File: config.mk
export PLATFORM = sky130hd
export DESIGN_NAME = uart_tx_arb
export DESIGN_NICKNAME = d
export VERILOG_FILES = /design/src/rtl/uart_tx_arb.sv
export SDC_FILE = /design/constraint.sdc
export NUM_CORES = 1
export LEC_CHECK = 0
export BUFFER_PORTS_ARGS = -buffer_cell sky130_fd_sc_hd__clkbuf_2
export CAP_MARGIN = 40
export CORE_MARGIN = 2
export CORE_UTILIZATION = 30
export CTS_CLUSTER_DIAMETER = 30
export CTS_CLUSTER_SIZE = 10
export DETAILED_ROUTE_END_ITERATION = 10
export GPL_ROUTABILITY_DRIVEN = 0
export MAX_ROUTING_LAYER = met4
export PLACE_DENSITY_LB_ADDON = 0.2
export SKIP_LAST_GASP = 1
export SLEW_MARGIN = 20
export SYNTH_ARGS = -nofsm -noshare
export SYNTH_HDL_FRONTEND = slang
export SYNTH_SLANG_ARGS = --single-unit
File: constraint.sdc
create_clock -name bclk -period 2.5 [get_ports bclk]
set_input_delay 0.625 -clock bclk [delete_from_list [all_inputs] [get_ports bclk]]
set_output_delay 0.625 -clock bclk [all_outputs]
set_load 0.02 [all_outputs]
File: src/rtl/uart_tx_arb.sv
// Round-robin arbiter granting N requesters access to a single UART transmitter.
// Define UART_TX_ARB_FIXED_PRIO_EN for fixed priority (lowest index wins, no pointer).
module uart_tx_arb #(
  parameter int data_bits = 8,
  parameter int nreq      = 4
) (
  input  logic                      bclk,
  input  logic                      rst_n,
  input  logic [nreq-1:0]           req,
  input  logic [nreq*data_bits-1:0] req_data,
  input  logic                      txd_done,
  output logic                      txd_startH,
  output logic [data_bits-1:0]      tx_data,
  output logic [nreq-1:0]           gnt,
  output logic [nreq-1:0]           ack,
  output logic                      busy
);

  localparam int PW = (nreq > 2) ? $clog2(nreq) : 1;

  typedef enum logic [1:0] {S_IDLE, S_START, S_WAIT, S_DONE} state_t;

  state_t                 r_state;
  state_t                 w_state_nxt;
  logic [PW-1:0]          w_win;
  logic                   w_start_nxt;
  logic [data_bits-1:0]   w_data_nxt;
  logic [nreq-1:0]        w_gnt_nxt;
  logic [nreq-1:0]        w_ack_nxt;
  logic                   w_busy_nxt;

  function automatic logic [PW-1:0] f_lowest(input logic [nreq-1:0] v);
    logic [PW-1:0] r;
    r = '0;
    for (int unsigned i = nreq; i > 0; i--) begin
      if (v[i-1]) r = PW'(i-1);
    end
    return r;
  endfunction

`ifdef UART_TX_ARB_FIXED_PRIO_EN
  assign w_win = f_lowest(req);
`else
  logic [PW-1:0]   r_ptr;
  logic [PW-1:0]   r_win;
  logic [nreq-1:0] w_upper;

  // Requests at or above the pointer take precedence; otherwise wrap to the lowest.
  always_comb begin
    w_upper = '0;
    for (int unsigned i = 0; i < nreq; i++) begin
      w_upper[i] = req[i] && (PW'(i) >= r_ptr);
    end
  end

  assign w_win = (|w_upper) ? f_lowest(w_upper) : f_lowest(req);
`endif

  // State and registered outputs
  always_ff @(posedge bclk or negedge rst_n) begin
    if (!rst_n) begin
      r_state    <= S_IDLE;
      txd_startH <= 1'b0;
      tx_data    <= '0;
      gnt        <= '0;
      ack        <= '0;
      busy       <= 1'b0;
`ifndef UART_TX_ARB_FIXED_PRIO_EN
      r_ptr      <= '0;
      r_win      <= '0;
`endif
    end else begin
      r_state    <= w_state_nxt;
      txd_startH <= w_start_nxt;
      tx_data    <= w_data_nxt;
      gnt        <= w_gnt_nxt;
      ack        <= w_ack_nxt;
      busy       <= w_busy_nxt;
`ifndef UART_TX_ARB_FIXED_PRIO_EN
      if (r_state == S_IDLE && (|req)) r_win <= w_win;
      if (r_state == S_DONE) begin
        r_ptr <= (r_win == PW'(nreq-1)) ? '0 : r_win + 1'b1;
      end
`endif
    end
  end

  always_comb begin
    w_state_nxt = r_state;
    case (r_state)
      S_IDLE:  if (|req) w_state_nxt = S_START;
      S_START: w_state_nxt = S_WAIT;
      S_WAIT:  if (txd_done) w_state_nxt = S_DONE;
      S_DONE:  w_state_nxt = S_IDLE;
      default: w_state_nxt = S_IDLE;
    endcase
  end

  // Next values of the output registers, so every output comes straight from a flop.
  always_comb begin
    w_start_nxt = 1'b0;
    w_ack_nxt   = '0;
    w_gnt_nxt   = gnt;
    w_data_nxt  = tx_data;
    w_busy_nxt  = (w_state_nxt != S_IDLE);
    case (r_state)
      S_IDLE: begin
        if (|req) begin
          w_start_nxt = 1'b1;
          w_gnt_nxt   = '0;
          w_gnt_nxt[w_win] = 1'b1;
          w_data_nxt  = req_data[w_win*data_bits +: data_bits];
        end
      end
      S_WAIT:  if (txd_done) w_ack_nxt = gnt;
      S_DONE:  w_gnt_nxt = '0;
      default: ;
    endcase
  end

endmodule

# --- After elaboration in Yosys (flattened, before gate mapping) ---
# Index checks and enable logic that the tools add are counted.
word_totals:
  register_bits: 24
  latch_bits: 0
  ram_bits: 0
  romBits: 0
  input_bits: 39
  out_inout_bits: 18
  wordCells: 55
  mem_count: 0
classes:
  n_addsub: 1
  n_mul: 0
  div_mod_pow: 0
  n_lt_le_gt_ge: 6
  n_eq_ne: 5
  shifts: 1
  n_mux: 21
  bitwise_logic: 0
  reduce_logical: 13
ops:
  columns: ["cell", "n"]
  rows:
  - ["$shiftx 32x6->8", 1]
  - ["$mux 2", 12]
  - ["$mux 4", 3]
  - ["$pmux 2 s4", 1]
  - ["$pmux 4 s2", 1]
  - ["$reduce_or 4->1", 2]
  - ["$eq 2x2->1 const B", 3]
  - ["$logic_and 1x1->1", 6]
  - ["$ge 1x2->1 const A", 2]
  - ["$ge 2x2->1 const A", 2]
  - ["$reduce_and 2->1", 2]
  - ["$reduce_bool 2->1", 2]
  - ["$lt 2x3->1 const B", 1]
  - ["$mux 1", 3]
  - ["$add 2x1->2 const B", 1]
  - ["$demux 1 s2", 1]
  - ["$eq 2x1->1 const B", 1]
  - ["$ge 2x1->1 const B", 1]
  - ["$logic_not 2->1", 1]
  - ["$ne 2x1->1 const B", 1]

# --- Longest topological paths before layout ---
# Gate-level depths: netlist of the first run.
depth:
  depth_word: 13
  mapped_depth: 7
  ltp_nobuf: 5

# --- Least setup slack after synthesis of the first run ---
# OpenSTA, ideal clock, no wires.
synth_path:
  path_type: "input port to flip-flop"
  from: "input req[3]"
  to: "register tx_data[7]"
  setup_time_ns: 0.126
  arrival_ns: 1.856
  required_ns: 2.374
  slack_ns: 0.518
  cell_stages: 4
  path_buffers: 0
  path_cell_list: "mux2i_1 -> a221oi_4 -> mux2_2 -> a221o_1"
synth_via:
  elab_chain_cells: 7
  word_cells_on_any_way: 14
  cone_classes: "shift: 1; mux: 9; reduce/logical: 4"
synth_lines:
  columns: ["element", "line", "text"]
  rows:
  - ["start: declaration", "9", "input logic [nreq-1:0] req,"]
  - ["$logic_and 1x1->1", "52", "w_upper[i] = req[i] && (PW'(i) >= r_ptr);"]
  - ["$mux 2 (4 in a row)", "36", "if (v[i-1]) r = PW'(i-1);"]
  - ["$mux 2", "56", "assign w_win = (|w_upper) ? f_lowest(w_upper) : f_lowest(req);"]
  - ["$shiftx 32x6->8", "112", "w_data_nxt = req_data[w_win*data_bits +: data_bits];"]
  - ["end signal: assignment", "75", "tx_data <= w_data_nxt;"]
  - ["end: declaration", "13", "output logic [data_bits-1:0] tx_data,"]
# Parallel ways exist; a longest one is shown, timed or not.
# A chain may end at the register's enable or synchronous reset.

# --- Worst setup path in the final report of the first run ---
layout_path:
  from: "register r_ptr[1]"
  to: "register tx_data[6]"
layout_via:
  elab_chain_cells: 8
  word_cells_on_any_way: 15
  cone_classes: "order compare: 4; shift: 1; mux: 5; reduce/logical: 5"
layout_lines:
  columns: ["element", "line", "text"]
  rows:
  - ["start: declaration", "44", "logic [PW-1:0] r_ptr;"]
  - ["start signal: assignment", "82", "r_ptr <= (r_win == PW'(nreq-1)) ? '0 : r_win + 1'b1;"]
  - ["$ge 2x2->1", "52", null]
  - ["$logic_and 1x1->1", "52", null]
  - ["$mux 2 (4 in a row)", "36", null]
  - ["$mux 2 (*)", "56", null]
  - ["$shiftx 32x6->8 (*)", "112", null]
# Every way passes the cells marked *; elsewhere a longest branch is shown, timed or not.

==> results.cfg, run 1 <==
[power_and_ir_drop]
p_comb_frac = 0.500
intPower_mw = 1.07
seqPwrFrac = 0.358
p_per_area_nw_per_um2 = 1140
power_leakage_nw = 0.815
sw_frac_of_total = 0.425
p_sw_uw = 793
power_frac_clock = 0.142
peakVddDrop_mv = 0.407

[timing]
hold_viol = 0
fin_setup_tns_ns = 0
whs_ns = 0.347
min_period_over_period = 0.811
maxSlewViolCount = 0
setup_viol = 0
relSlewSlack = 0.597
rsz0062_at_grt = no
fmax_ghz = 0.493
tightest_slew_ns = 0.605
clock_skew_ns = 0.00352
fin_crit_ns = 2.03

[clocking]
hold_buffers = 0
clk_pin_slew_ns = 0.09
post_cts_buffers = 0
cts.sinks = 24
cts_htree_levels = 1
cts_tree = done
clock_path_buffers = 2
clock_latency_ns = 0.27
cts_resized = 0
root_buffer = clkbuf_8
cts_made_buffers = 3

[route]
routed_wl_um = 2990
drc = 0
viasPerCell = 4.95
vias = 1085
post_drt_wl_per_cell_um = 13.7
firstDrtPassIters = 4
drtIter0Drc = 32
postRouteAntennaNets = 0

[final_layout]
syn2layout_area_growth_pct = 32.5
antenna_cells = 0
nets = 210
fin_util = 0.411
finalNonFillerCells = 219
fill_cells = 419
drive_above_1_share = 0.438

[worst_hold_path]
hp-class = in2async

[floorplanning]
fp-row-count = 23
start_util = 0.310
die_y_um = 68.1
die_area_sq_um = 4630
fp.dieW_um = 68.1
core_area_sq_um = 3970
io_pins = 57

[synthesis]
syn_inst = 110
ys_ff_latch = 24
async_reset_ff_frac = 1.00
synth-edff-count = 0
synth_top_family_by_area = compound AO/OA/AOI/OAI gates
synth-compound-area-share = 0.192
ys_seq_area_frac = 0.488
synth_cell_types = 30
synthAdderAreaFrac = 0.0102
synth_ff_type = dfrtp_1
netlist.area_leader.share = 0.488
synth_nets = 150
syn-cell-area_sq_um = 1230
synth_xor_area_frac = 0.00711
synth-simple-area-share = 0.163
avgSynthCellArea_sq_um = 11.2
synth_top_area_cell = dfrtp_1
synth_warnings = 0
synth_area_leaders = dfrtp_1 49%, mux2i_1 8.1%, a2111oi_0 3.6%, nor2b_1 3.6%, a211oi_1 3.0%
muxShareOfSynthArea = 0.0996

[run]
cap_violations = 0

[critical_path]
slowest_stage = dfrtp_1
arrival_ns = 2.17
critical_path.top_delay_family = compound AO/OA/AOI/OAI gates
crit_path_cell_trace = mux2i_1 > a221oi_4 > buf_4 > nor2b_1 > a2111oi_0 > a211oi_1
path_buf_inv = 1
worstSetupPathType = reg2reg
cp.required_ns = 2.64
cp-end-kind = register
path_max_fanout = 16
slowest_delay_ns = 0.46
setup.worst_path.start_class = register

[status]
status = finished clean

[grt]
gr-total-overflow = 0
grt_max_degree = 25
grt_usage = 0.144
grt_pass1_vias = 1087
grt_antenna_before_repair = 0
grt_pass1_wl_um = 4840

[placement]
dp_hpwl_um = 2270
io_buffers = 56
placedCellCount = 215
-- placed cells by master, fill, tap and decap left out, drive strengths merged, types with 5 or more instances in the layout --
master and instances:
nor2b 7, a2111oi 7, nand2 8, a211oi 7
buf 6, nor2 10, dfrtp 24, clkbuf 60
mux2i 10, and2 5
-- worst reg2reg max path, cell delays in order, from the launching register on --
cell and delay [ns]:
dfrtp_1 0.46, mux2i_1 0.18, a221oi_4 0.42, buf_4 0.30
nor2b_1 0.07, a2111oi_0 0.38, a211oi_1 0.09
-- Yosys cell counts (all sizes together), types with 2 or more instances --
master and n:
inv 2, nand3 2, and2 5, mux2 2, buf 3, mux2i 10
and3b 2, o21ai 2, nor2 10, o31ai 2, a211oi 7, nand2 8
a2111oi 7, or3 2, clkbuf 4, a32o 2, dfrtp 24, nor2b 7
-- worst paths after layout --
path | from | end | slack [ns] | cells past startpoint
setup / recovery | r_ptr[1] | tx_data[6] | 0.47 | 6
hold / removal | rst_n | tx_data[0] | 0.35 | 1
setup reg to reg | r_ptr[1] | tx_data[6] | 0.47 | 6
hold reg to reg | r_win[1] | r_win[1] | 0.49 | 2
max in group asynchronous | rst_n | tx_data[7] | 1.75 | 1
min in group bclk | r_win[1] | r_win[1] | 0.49 | 2
-- registers in the layout (all words and copies together) (netlist names) --
register,flops
tx_data,8
ack,4
gnt,4
r_ptr,2
r_state,2
r_win,2
busy,1
txd_startH,1
-- per-layer routing --
metal,GRT usage,up-vias,part of all wire
met5,-,-,0
met2,0.238,47,0.47
li1,-,527,-
met4,0.0450,0,0.012
met1,0.179,507,0.44
met3,0.0280,4,0.074
-- cell families after synthesis --
kind of cell,Yosys count
buf+inv,9
compound gates,24
fa+ha+maj,1
xor+xnor,1
mux,12
flops,24
simple gates,39
-- area by class of cell --
| cell class | count | area (sq um) | share of cell area |
|---|---|---|---|
| multi-input combinational | 77 | 581 | 0.356 |
| inverter | 2 | 7.51 | 0.00460 |
| clock buffer | 4 | 55.1 | 0.0337 |
| sequential | 24 | 601 | 0.368 |
| tap | 50 | 62.6 | 0.0383 |
| timing repair buffer | 62 | 325 | 0.199 |
-- stage by stage --
step	setup slack, ns	power (mW)	instance area, sq um
floorplan	0.518	1.31	1230
global placement	0.290	1.59	1580
detailed placement	0.177	1.62	1580
CTS	0.455	1.89	1630
global route	0.203	2.01	1630
finish	0.474	1.87	1630
-- power by group through the flow --
stage	clock [mW]	combinational (mW)	sequential, mW
final	0.265	0.934	0.667
after global placement	0	0.914	0.671
after floorplan	0	0.512	0.794
after CTS	0.270	0.947	0.669
after global routing	0.286	1.03	0.691
after detailed placement	0	0.947	0.672
Power figures use the tool's default switching activity.
==> run 2: changes to the inputs <==
==> constraint.sdc (replaced) <==
create_clock -name bclk -period 2 [get_ports bclk]
set_input_delay 0.5 -clock bclk [delete_from_list [all_inputs] [get_ports bclk]]
set_output_delay 0.5 -clock bclk [all_outputs]
set_load 0.02 [all_outputs]
==> results.cfg, run 2 (synthesized netlist as in run 1, its figures left out) <==
[critical_path]
arrival_ns = 2.08
setup.worst_path.start_class = register
r2r_slack_ns = 0.07
path_max_fanout = 5
cp.required_ns = 2.16
worstReg2RegStart = r_ptr[1]
r2r-end = tx_data[7]
cp-end-kind = register
worstSetupPathType = reg2reg
r2r_cells = 5

[final_layout]
final_common_cell = clkbuf_2
largest_reg_flops = 8
top_register = tx_data
syn2layout_area_growth_pct = 38.5
final_cell_mix = 56 x clkbuf_2, 23 x dfrtp_1, 10 x mux2i_1, 10 x nor2_1, 10 x buf_4
drive_above_1_share = 0.463
antenna_cells = 0
nets = 216
top_regs = tx_data: 8 flops, ack: 4 flops, gnt: 4 flops
fill_cells = 407
postLayoutCellArea_sq_um = 1710

[timing]
setup_viol = 0
hold_viol = 0
clock_skew_ns = 0.00102
min_period_over_period = 0.963
maxSlewViolCount = 0
relSlewSlack = 0.599
tightest_slew_ns = 0.601
fin_crit_ns = 1.93
fin_setup_tns_ns = 0
fin_ws_ns = 0.0731
fmax_ghz = 0.519
whs_ns = 0.223
rsz0062_at_grt = no

[clocking]
cts.sinks = 24
root_buffer = clkbuf_8
clk_pin_slew_ns = 0.09
cts_htree_levels = 1
clock_path_buffers = 2
clock_latency_ns = 0.26
cts_tree = done
cts_made_buffers = 3

[power_and_ir_drop]
power_leakage_nw = 0.853
peakVddDrop_mv = 0.523
p_per_area_nw_per_um2 = 1460

[status]
status = finished clean

[placement]
preCtsSetupSlack_ns = -0.0843
dp_hpwl_um = 2270
place_area_sq_um = 1600
io_buffers = 56

[route]
firstDrtPassIters = 4
postRouteAntennaNets = 0
vias = 1076
post_drt_wl_per_cell_um = 13.0
viasPerCell = 4.78
drc = 0
routed_wl_um = 2930
drtIter0Drc = 29

[floorplanning]
start_util = 0.310
fp.dieW_um = 68.1
die_area_sq_um = 4630
die_y_um = 68.1
io_pins = 57
fp-row-count = 23
core_area_sq_um = 3970

[grt]
grt_max_degree = 25
grt_antenna_before_repair = 0
grt_pass1_wl_um = 4800
gr-total-overflow = 0
grt_pass1_vias = 1065
grt_usage = 0.142

[worst_hold_path]
hp-class = in2async

[run]
cap_violations = 0
run 2: cell types whose count changed in the layout (fill, tap and decap cells not counted), moves of 2 or more:
cell	delta
buf_4	+4
a2111oi_1	+3
buf_6	+2
a2111oi_0	-3
run 2: repair_timing:
action                     in CTS  in global routing
setup endpoints to repair       0                  5
buffers inserted                0                  3
resized for setup               0                  6
hold buffers                    0                  0
run 2: layout make-up:
cell class	count	area, sq um	area share
Multi-Input combinational cell	77	584	0.343
Inverter	2	7.51	0.00440
Timing Repair Buffer	68	378	0.222
Sequential cell	24	602	0.353
Clock inverter	1	30.0	0.0176
Tap cell	50	62.6	0.0367
Clock buffer	3	41.3	0.0242
run 2: worst max-delay path by stage:
| stage | start | end | slack, ns | cells past startpoint |
|---|---|---|---|---|
| after floorplan | req[3] | tx_data[7] | 0.14 | 4 |
| after global placement | req[3] | tx_data[4] | 0.02 | 7 |
| after detailed placement | req[3] | tx_data[4] | -0.08 | 7 |
| after CTS | r_ptr[1] | tx_data[4] | 0.05 | 6 |
| after global routing | r_ptr[1] | tx_data[7] | 0.01 | 5 |
| final | r_ptr[1] | tx_data[7] | 0.07 | 5 |
run 2: per-layer routing:
layer,global-route usage,wire length [um]
met1,0.167,1250
met2,0.246,1470
met3,0.0214,184
met4,0.0525,23
met5,-,0
run 2: per-stage QoR:
stage	std cells	util	total power, mW
floorplan	110	-	1.63
global placement	218	0.403	2.01
detailed placement	218	0.403	2.05
CTS	222	0.421	2.47
global route	225	0.429	2.68
finish	225	0.429	2.49
run 2: power by group:
group	internal (mW)	switching (mW)
sequential	0.694	0.143
clock	0.268	0.160
combinational	0.536	0.692
total	1.50	0.995
run 2: worst max-delay path, stage by stage, from the launching register on:
cell,delay [ns]
dfrtp_2,0.45
mux2i_1,0.16
a221oi_4,0.41
buf_4,0.17
mux2_2,0.32
a221o_1,0.31
